[config.mk]
export PLATFORM = sky130hd
export DESIGN_NAME = lsu_controller
export DESIGN_NICKNAME = d
export VERILOG_FILES = /design/src/rtl/lsu_controller.sv
export SDC_FILE = /design/constraint.sdc
export NUM_CORES = 1
export LEC_CHECK = 0
export BUFFER_PORTS_ARGS = -buffer_cell sky130_fd_sc_hd__buf_2
export CAP_MARGIN = 40
export CORE_UTILIZATION = 50
export DETAILED_ROUTE_END_ITERATION = 6
export HOLD_SLACK_MARGIN = 0.02
export PLACE_DENSITY_LB_ADDON = 0.2
export SLEW_MARGIN = 10
export SYNTH_ARGS = -nofsm -noshare
export SYNTH_HDL_FRONTEND = slang
export SYNTH_SLANG_ARGS = --single-unit
[constraint.sdc]
create_clock -name clk -period 2.85 [get_ports clk]
set_clock_uncertainty 0.15 [all_clocks]
set_input_delay 0.57 -clock clk [delete_from_list [all_inputs] [get_ports clk]]
set_output_delay 0.57 -clock clk [all_outputs]
set_load 0.005 [all_outputs]
[src/rtl/lsu_controller.sv]
// Load/store sequencer between execute and the data-memory port: alignment checks,
// req/ack handshake with byte enables, pipeline stall, load extension and fault reporting.
module lsu_controller #(
    parameter int unsigned TIMEOUT = 255
) (
    input  logic        clk,
    input  logic        rst,
    input  logic        ex_valid,
    input  logic        ex_mem_read,
    input  logic        ex_mem_write,
    input  logic [2:0]  ex_funct3,
    input  logic [31:0] ex_addr,
    input  logic [31:0] ex_wdata,
    input  logic [4:0]  ex_rd,
    output logic        stall,
    output logic        wb_valid,
    output logic [4:0]  wb_rd,
    output logic [31:0] wb_data,
    output logic        fault,
    output logic [1:0]  fault_cause,
    output logic [31:0] fault_addr,
    output logic        dmem_req,
    output logic        dmem_we,
    output logic [31:0] dmem_addr,
    output logic [3:0]  dmem_be,
    output logic [31:0] dmem_wdata,
    input  logic        dmem_ack,
    input  logic [31:0] dmem_rdata
);

    localparam int unsigned CNT_W = 8;
    localparam logic [1:0]  CAUSE_ILLEGAL  = 2'b00;
    localparam logic [1:0]  CAUSE_LD_ALIGN = 2'b01;
    localparam logic [1:0]  CAUSE_ST_ALIGN = 2'b10;
    localparam logic [1:0]  CAUSE_TIMEOUT  = 2'b11;

    typedef enum logic [1:0] {
        ST_IDLE = 2'd0,
        ST_WAIT = 2'd1,
        ST_DONE = 2'd2
    } state_t;

    state_t             state_q, state_d;
    logic [CNT_W-1:0]   cnt_q, cnt_d;
    logic               req_q, req_d;
    logic               we_q, we_d;
    logic [31:0]        addr_q, addr_d;
    logic [3:0]         be_q, be_d;
    logic [31:0]        wdata_q, wdata_d;
    logic [1:0]         lane_q, lane_d;
    logic [2:0]         f3_q, f3_d;
    logic [4:0]         rd_q, rd_d;
    logic               wb_valid_q, wb_valid_d;
    logic [4:0]         wb_rd_q, wb_rd_d;
    logic [31:0]        wb_data_q, wb_data_d;
    logic               fault_q, fault_d;
    logic [1:0]         fault_cause_q, fault_cause_d;
    logic [31:0]        fault_addr_q, fault_addr_d;

    logic               launch;
    logic               is_load;
    logic               illegal;
    logic               misaligned;
    logic [3:0]         launch_be;
    logic [31:0]        launch_wdata;
    logic [31:0]        rdata_shift;
    logic [31:0]        load_ext;

    // Launch decode: a load wins if both read and write are flagged
    always_comb begin
        launch     = ex_valid && (ex_mem_read || ex_mem_write);
        is_load    = ex_mem_read;
        illegal    = (ex_funct3 == 3'b011) || (ex_funct3[2:1] == 2'b11) ||
                     (!is_load && ex_funct3[2]);
        misaligned = ((ex_funct3[1:0] == 2'b01) && ex_addr[0]) ||
                     ((ex_funct3[1:0] == 2'b10) && (ex_addr[1:0] != 2'b00));
        case (ex_funct3[1:0])
            2'b00: begin
                launch_be    = 4'b0001 << ex_addr[1:0];
                launch_wdata = {4{ex_wdata[7:0]}};
            end
            2'b01: begin
                launch_be    = ex_addr[1] ? 4'b1100 : 4'b0011;
                launch_wdata = {2{ex_wdata[15:0]}};
            end
            default: begin
                launch_be    = 4'b1111;
                launch_wdata = ex_wdata;
            end
        endcase
    end

    // Lane select and sign/zero extension of the returned word
    always_comb begin
        rdata_shift = dmem_rdata >> {lane_q, 3'b000};
        case (f3_q)
            3'b000:  load_ext = {{24{rdata_shift[7]}}, rdata_shift[7:0]};
            3'b001:  load_ext = {{16{rdata_shift[15]}}, rdata_shift[15:0]};
            3'b100:  load_ext = {24'd0, rdata_shift[7:0]};
            3'b101:  load_ext = {16'd0, rdata_shift[15:0]};
            default: load_ext = rdata_shift;
        endcase
    end

    assign stall = ((state_q == ST_IDLE) && launch) || (state_q == ST_WAIT);

    // Next-state and next-output logic
    always_comb begin
        state_d       = state_q;
        cnt_d         = cnt_q;
        req_d         = req_q;
        we_d          = we_q;
        addr_d        = addr_q;
        be_d          = be_q;
        wdata_d       = wdata_q;
        lane_d        = lane_q;
        f3_d          = f3_q;
        rd_d          = rd_q;
        wb_valid_d    = 1'b0;
        wb_rd_d       = wb_rd_q;
        wb_data_d     = wb_data_q;
        fault_d       = 1'b0;
        fault_cause_d = fault_cause_q;
        fault_addr_d  = fault_addr_q;

        case (state_q)
            ST_IDLE: begin
                if (launch) begin
                    if (illegal) begin
                        fault_d       = 1'b1;
                        fault_cause_d = CAUSE_ILLEGAL;
                        fault_addr_d  = ex_addr;
                        state_d       = ST_DONE;
                    end else if (misaligned) begin
                        fault_d       = 1'b1;
                        fault_cause_d = is_load ? CAUSE_LD_ALIGN : CAUSE_ST_ALIGN;
                        fault_addr_d  = ex_addr;
                        state_d       = ST_DONE;
                    end else begin
                        req_d   = 1'b1;
                        we_d    = !is_load;
                        addr_d  = {ex_addr[31:2], 2'b00};
                        be_d    = launch_be;
                        wdata_d = launch_wdata;
                        lane_d  = ex_addr[1:0];
                        f3_d    = ex_funct3;
                        rd_d    = ex_rd;
                        cnt_d   = '0;
                        state_d = ST_WAIT;
                    end
                end
            end
            ST_WAIT: begin
                if (dmem_ack) begin
                    req_d = 1'b0;
                    if (!we_q) begin
                        wb_valid_d = 1'b1;
                        wb_rd_d    = rd_q;
                        wb_data_d  = load_ext;
                    end
                    state_d = ST_DONE;
                end else if (cnt_q == CNT_W'(TIMEOUT - 1)) begin
                    req_d         = 1'b0;
                    fault_d       = 1'b1;
                    fault_cause_d = CAUSE_TIMEOUT;
                    fault_addr_d  = {addr_q[31:2], lane_q};
                    state_d       = ST_DONE;
                end else begin
                    cnt_d = cnt_q + CNT_W'(1);
                end
            end
            ST_DONE: begin
                state_d = ST_IDLE;
            end
            default: begin
                state_d = ST_IDLE;
            end
        endcase
    end

    always_ff @(posedge clk) begin
        if (rst) begin
            state_q       <= ST_IDLE;
            cnt_q         <= '0;
            req_q         <= 1'b0;
            we_q          <= 1'b0;
            addr_q        <= '0;
            be_q          <= '0;
            wdata_q       <= '0;
            lane_q        <= '0;
            f3_q          <= '0;
            rd_q          <= '0;
            wb_valid_q    <= 1'b0;
            wb_rd_q       <= '0;
            wb_data_q     <= '0;
            fault_q       <= 1'b0;
            fault_cause_q <= '0;
            fault_addr_q  <= '0;
        end else begin
            state_q       <= state_d;
            cnt_q         <= cnt_d;
            req_q         <= req_d;
            we_q          <= we_d;
            addr_q        <= addr_d;
            be_q          <= be_d;
            wdata_q       <= wdata_d;
            lane_q        <= lane_d;
            f3_q          <= f3_d;
            rd_q          <= rd_d;
            wb_valid_q    <= wb_valid_d;
            wb_rd_q       <= wb_rd_d;
            wb_data_q     <= wb_data_d;
            fault_q       <= fault_d;
            fault_cause_q <= fault_cause_d;
            fault_addr_q  <= fault_addr_d;
        end
    end

    assign dmem_req    = req_q;
    assign dmem_we     = we_q;
    assign dmem_addr   = addr_q;
    assign dmem_be     = be_q;
    assign dmem_wdata  = wdata_q;
    assign wb_valid    = wb_valid_q;
    assign wb_rd       = wb_rd_q;
    assign wb_data     = wb_data_q;
    assign fault       = fault_q;
    assign fault_cause = fault_cause_q;
    assign fault_addr  = fault_addr_q;

endmodule

# Word level (Yosys, flattened, before mapping)
# Cells that the tools add are included.
# totals
output_inout_bits,144
mem_bits_rw,0
register_bits,161
latchBits,0
inputBits,110
n_memories,0
word_cells,106
romBits,0
# op_classes
bitwise_logic,5
magnitude_cmp,0
n_div,0
muxes,42
reduce_logical,23
eq_ne,17
n_shift,2
mul,0
addsub,1
# ops
operator,n
$mux W32,5
$pmux W32 S2,2
$pmux W32 S4,1
$mux W8,5
$shr A32 B5 Y32,1
$mux W2,11
$pmux W8 S2,1
$mux W1,11
$ne A2 B2 Y1 const B,5
$reduce_and A5 Y1,2
$add A8 B1 Y8 const B,1
$eq A8 B8 Y1 const B,1
$pmux W2 S2,2
$pmux W4 S2,1
$eq A3 B3 Y1 const B,2
$reduce_and A6 Y1,1
$logic_and A1 B1 Y1,5
$logic_or A1 B1 Y1,5
$not A1 Y1,5
$eq A2 B1 Y1 const B,2
$eq A2 B2 Y1 const B,2
$logic_not A2 Y1,2
$mux W4,1
$pmux W1 S2,2
other kinds (13),14

# Depth between registers and ports, before layout
# logic_depth
ltp_word,7
depth_mapped,9
depth_no_buf,7

# Worst setup path before layout
# No wires, ideal clock.
# synth_timing
path_kind,in2reg
start,in ex_funct3[0]
end,"reg addr_q[23], in the netlist dmem_addr[23]"
stages,8
required_time_ns,2.568
slack_ns,0.375
t_arrival_ns,2.193
cell_sequence,buf_2 > xor2_1 > a2111oi_4 > nand3_1 > clkbuf_1 > clkbuf_1 > nand2_1 > a21oi_1
# synth_via
elab_chain_len,5
# synth_lines
item,line,text
"start, declared",11,"input logic [2:0] ex_funct3,"
$eq A3 B2 Y1 (tied with other cells),73,illegal = (ex_funct3 == 3'b011) || (ex_funct3[2:1] == 2'b11) ||
$logic_or A1 B1 Y1 (tied with other cells),73,
$logic_or A1 B1 Y1 (on tied branches),"73, 75",
$not A1 Y1 (no line),n/a,
$reduce_and A4 Y1 (no line) (*),n/a,
"end signal, assigned",204,addr_q <= addr_d;
"end, declared",47,"logic [31:0] addr_q, addr_d;"
# Every way passes the cells marked *; elsewhere a longest branch is shown, timed or not.
# A chain may end at the register's enable or synchronous reset.

# Worst setup path after layout
# layout_timing
start,in ex_funct3[0]
end,"reg wdata_q[8], in the netlist dmem_wdata[8]"
# layout_via
elab_chain_len,5
# layout_lines
item,line,text
$eq A3 B2 Y1 (tied with other cells),73,
$logic_or A1 B1 Y1 (tied with other cells),73,
$logic_or A1 B1 Y1 (on tied branches),"73, 75",
$not A1 Y1 (no line),n/a,
$reduce_and A4 Y1 (no line),n/a,
"end signal, assigned",206,wdata_q <= wdata_d;
"end, declared",49,"logic [31:0] wdata_q, wdata_d;"
# Parallel ways exist; a longest one is shown, timed or not.

==> flow_metrics.tcl <==
set metrics [dict create \
    outcome "finished, final reports clean" \
    crit_path_end_kind "flop" \
    cts_tree "built" \
    slew_violations 0 \
    grtUsageMet2_pct 46.9 \
    fin_tns_setup_ns 0 \
    min_path_type "in2reg" \
    async_reset_ff_share_pct 0 \
    port_buffers 251 \
    fmax_mhz 440 \
    cts.sinks 161 \
    rrSetupSlack_ns 0.65 \
    synth.cell_area_mm2 0.00699 \
    pin_count 254 \
    met3_usage_pct 5.71 \
    seqPwrFrac_pct 42.7 \
    dp_worst_setup_slack_ns 0.173 \
    ys.warnings.count 0 \
    gp_congestion 0.844 \
    clock_path_buffers 2 \
    synthCells 875 \
    synth_edf_count 0 \
    setup_ws_ns 0.576 \
    core-area_mm2 0.0135 \
    path_cells "buf_2 > and3b_1 > a2111oi_4 > and3_4 > buf_12 > nor2_1 > a311oi_1" \
    cts_buffers 17 \
    swShare_pct 26.4 \
    grt_pass1_vias 6441 \
    power_frac_clock_pct 41.6 \
    dp_hpwl_um 13700 \
    grt_usage_pct 27.6 \
    cts_root_buffer "clkbuf_16" \
    ir_drop_v 0.000442 \
    worstSkewPairLatency_ns 0.42 \
    p_int_uw 4320 \
    arrival_ns 2.45 \
    maxCapViolCount 0 \
    nFillCells 1196 \
    dr.pass1.iters 6 \
    postCtsHoldBufs 0 \
    antenna_found_initial 2 \
    layout_commonest_cell "buf_2" \
    die_y_um 120 \
    initial_core_util_pct 51.9 \
    startpoint_type "primary input" \
    yosysUniqueCellTypes 43 \
    cts.clk_slew.worst_paths_ns 0.06 \
    postCtsResizedCells 0 \
    rows 42 \
    timing.final.crit_period_ns 2.27 \
    dieArea_mm2 0.0145 \
    required_ns 3.03 \
    max_slew_margin_pct 58.0 \
    ys_ff_latch 161 \
    p_leak_uw 0.00385 \
    grt_max_degree 76 \
    path_buf_inv 2 \
    final_antenna_net_count 0 \
    area_growth_syn_to_layout_pct 29.0 \
    layout_common_cells "buf_2, nand2_1, dfxtp_1" \
    vias 6975 \
    grt_busiest_layer "met2" \
    grt_pass1_wl_um 31600 \
    grt-ovfl-total 0 \
    ys_seq_area_share_pct 46.1 \
    worst_pin_slew_ns 0.628 \
    met1_usage_pct 34.3 \
    syn_area_per_cell_um2 7.98 \
    cp_slowest_stage_delay_ns 0.56 \
    p_sw_uw 1550 \
    pwr-share-comb_pct 15.7 \
    ys_top_cells_by_area "dfxtp_1, nand2_1, a21oi_1" \
    first_iter_violations 518 \
    hold_viol 0 \
    crit_fanout 58 \
    cp_top_family "compound AO/OA/AOI/OAI gates" \
    slowest_stage "a2111oi_4" \
    p_per_area_mw_per_mm2 651 \
    vias_per_cell 5.44 \
    dieWidth_um 120 \
    drive_above_1_share_pct 29.3 \
    drt_wl_total_um 20000 \
    synth_top_area_cell "dfxtp_1" \
    worstSetupPathType "in2reg" \
    final_nets 1203 \
    yosys.area.top_type_share_pct 46.1 \
    synth_ff_type "dfxtp_1" \
    htreeDepth 4 \
    period_share_pct 79.8 \
    rsz0062_at_grt "no" \
    cts_setup_buffers 0 \
    avgRoutedWirePerCell_um 15.6 \
    drc 0 \
    finalSetupViolCount 0 \
]
==> cells by family after synthesis <==
logic type | Yosys count | share of synthesized area (%)
simple gates | 363 | 21.0
compound gates | 221 | 21.0
flops | 161 | 46.1
buf+inv | 86 | 5.39
mux | 40 | 5.89
fa+ha+maj | 2 | 0.358
other cells | 1 | 0.0537
xor+xnor | 1 | 0.125
==> cell usage after synthesis (all sizes together) (4+ instances only) <==
cell type,count
a211oi,32
a21oi,93
a311oi,43
buf,30
clkbuf,47
dfxtp,161
inv,7
mux2,9
mux2i,31
nand2,229
nand3,6
nand4,4
nor2,87
nor2b,5
nor3,14
o211ai,15
o21ai,25
or3,6
==> power by group through the flow <==
stage / Clock (uW) / Combinational (uW) / Sequential [uW]
2_1_floorplan: 0 / 525 / 2560
3_3_place_gp: 0 / 905 / 2550
3_5_place_dp: 0 / 916 / 2560
4_1_cts: 2470 / 921 / 2510
5_1_grt: 2550 / 1030 / 2530
6_report: 2440 / 919 / 2510
==> final timing paths <==
check                                             from                          to  depth (start not counted)
worst max-delay path                      ex_funct3[0]  dmem_wdata[8]$_SDFFE_PP0P_                          7
worst min-delay path                          ex_rd[2]        rd_q[2]$_SDFFE_PP0P_                          3
worst max register to register  lane_q[0]$_SDFFE_PP0P_    wb_data[27]$_SDFFE_PP0P_                          6
worst min register to register    rd_q[2]$_SDFFE_PP0P_       wb_rd[2]$_SDFFE_PP0P_                          2
==> through the flow <==
| step | utilization (%) | hold slack (ns) | std cells | instance area, um^2 | total power (uW) |
|---|---|---|---|---|---|
| 5_1_grt | 67.0 | 0.241 | 1282 | 9010 | 6110 |
| 3_5_place_dp | 62.2 | 0.295 | 1248 | 8370 | 3470 |
| 2_1_floorplan | - | 0.282 | 876 | 6990 | 3080 |
| 4_1_cts | 67.0 | 0.224 | 1280 | 9010 | 5900 |
| 3_3_place_gp | 62.2 | 0.289 | 1248 | 8370 | 3460 |
| 6_report | 67.0 | 0.238 | 1282 | 9010 | 5870 |
==> worst register-to-register path, stage by stage, from the launching register on <==
cell,delay (ns)
dfxtp_1,0.43
nor2b_1,0.54
a2bb2oi_1,0.19
mux2i_1,0.21
a21oi_1,0.09
buf_4,0.20
a211oi_1,0.28
==> cell type report <==
class / instances / area (um^2) / area share (%)
Antenna cell: 2 / 5.00 / 0.0555
Clock buffer: 20 / 457 / 5.07
Clock inverter: 12 / 180 / 2.00
Inverter: 9 / 33.8 / 0.375
Multi-Input combinational cell: 629 / 3410 / 37.8
Sequential cell: 161 / 3220 / 35.8
Tap cell: 176 / 220 / 2.44
Timing Repair Buffer: 273 / 1490 / 16.5
==> routing by layer <==
metal / vias to the layer above / wire length, um
li1: 3460 / -
met1: 3243 / 8640
met2: 245 / 9720
met3: 27 / 1210
met4: 0 / 385
met5: - / 0
==> registers in the layout (all words and copies together) (netlist names), 3 cells and up <==
signal      flops
dmem_be         4
f3_q            3
cnt_q           8
dmem_addr      30
fault_addr     32
dmem_wdata     32
rd_q            5
wb_data        32
wb_rd           5
Power figures use the tool's default switching activity.
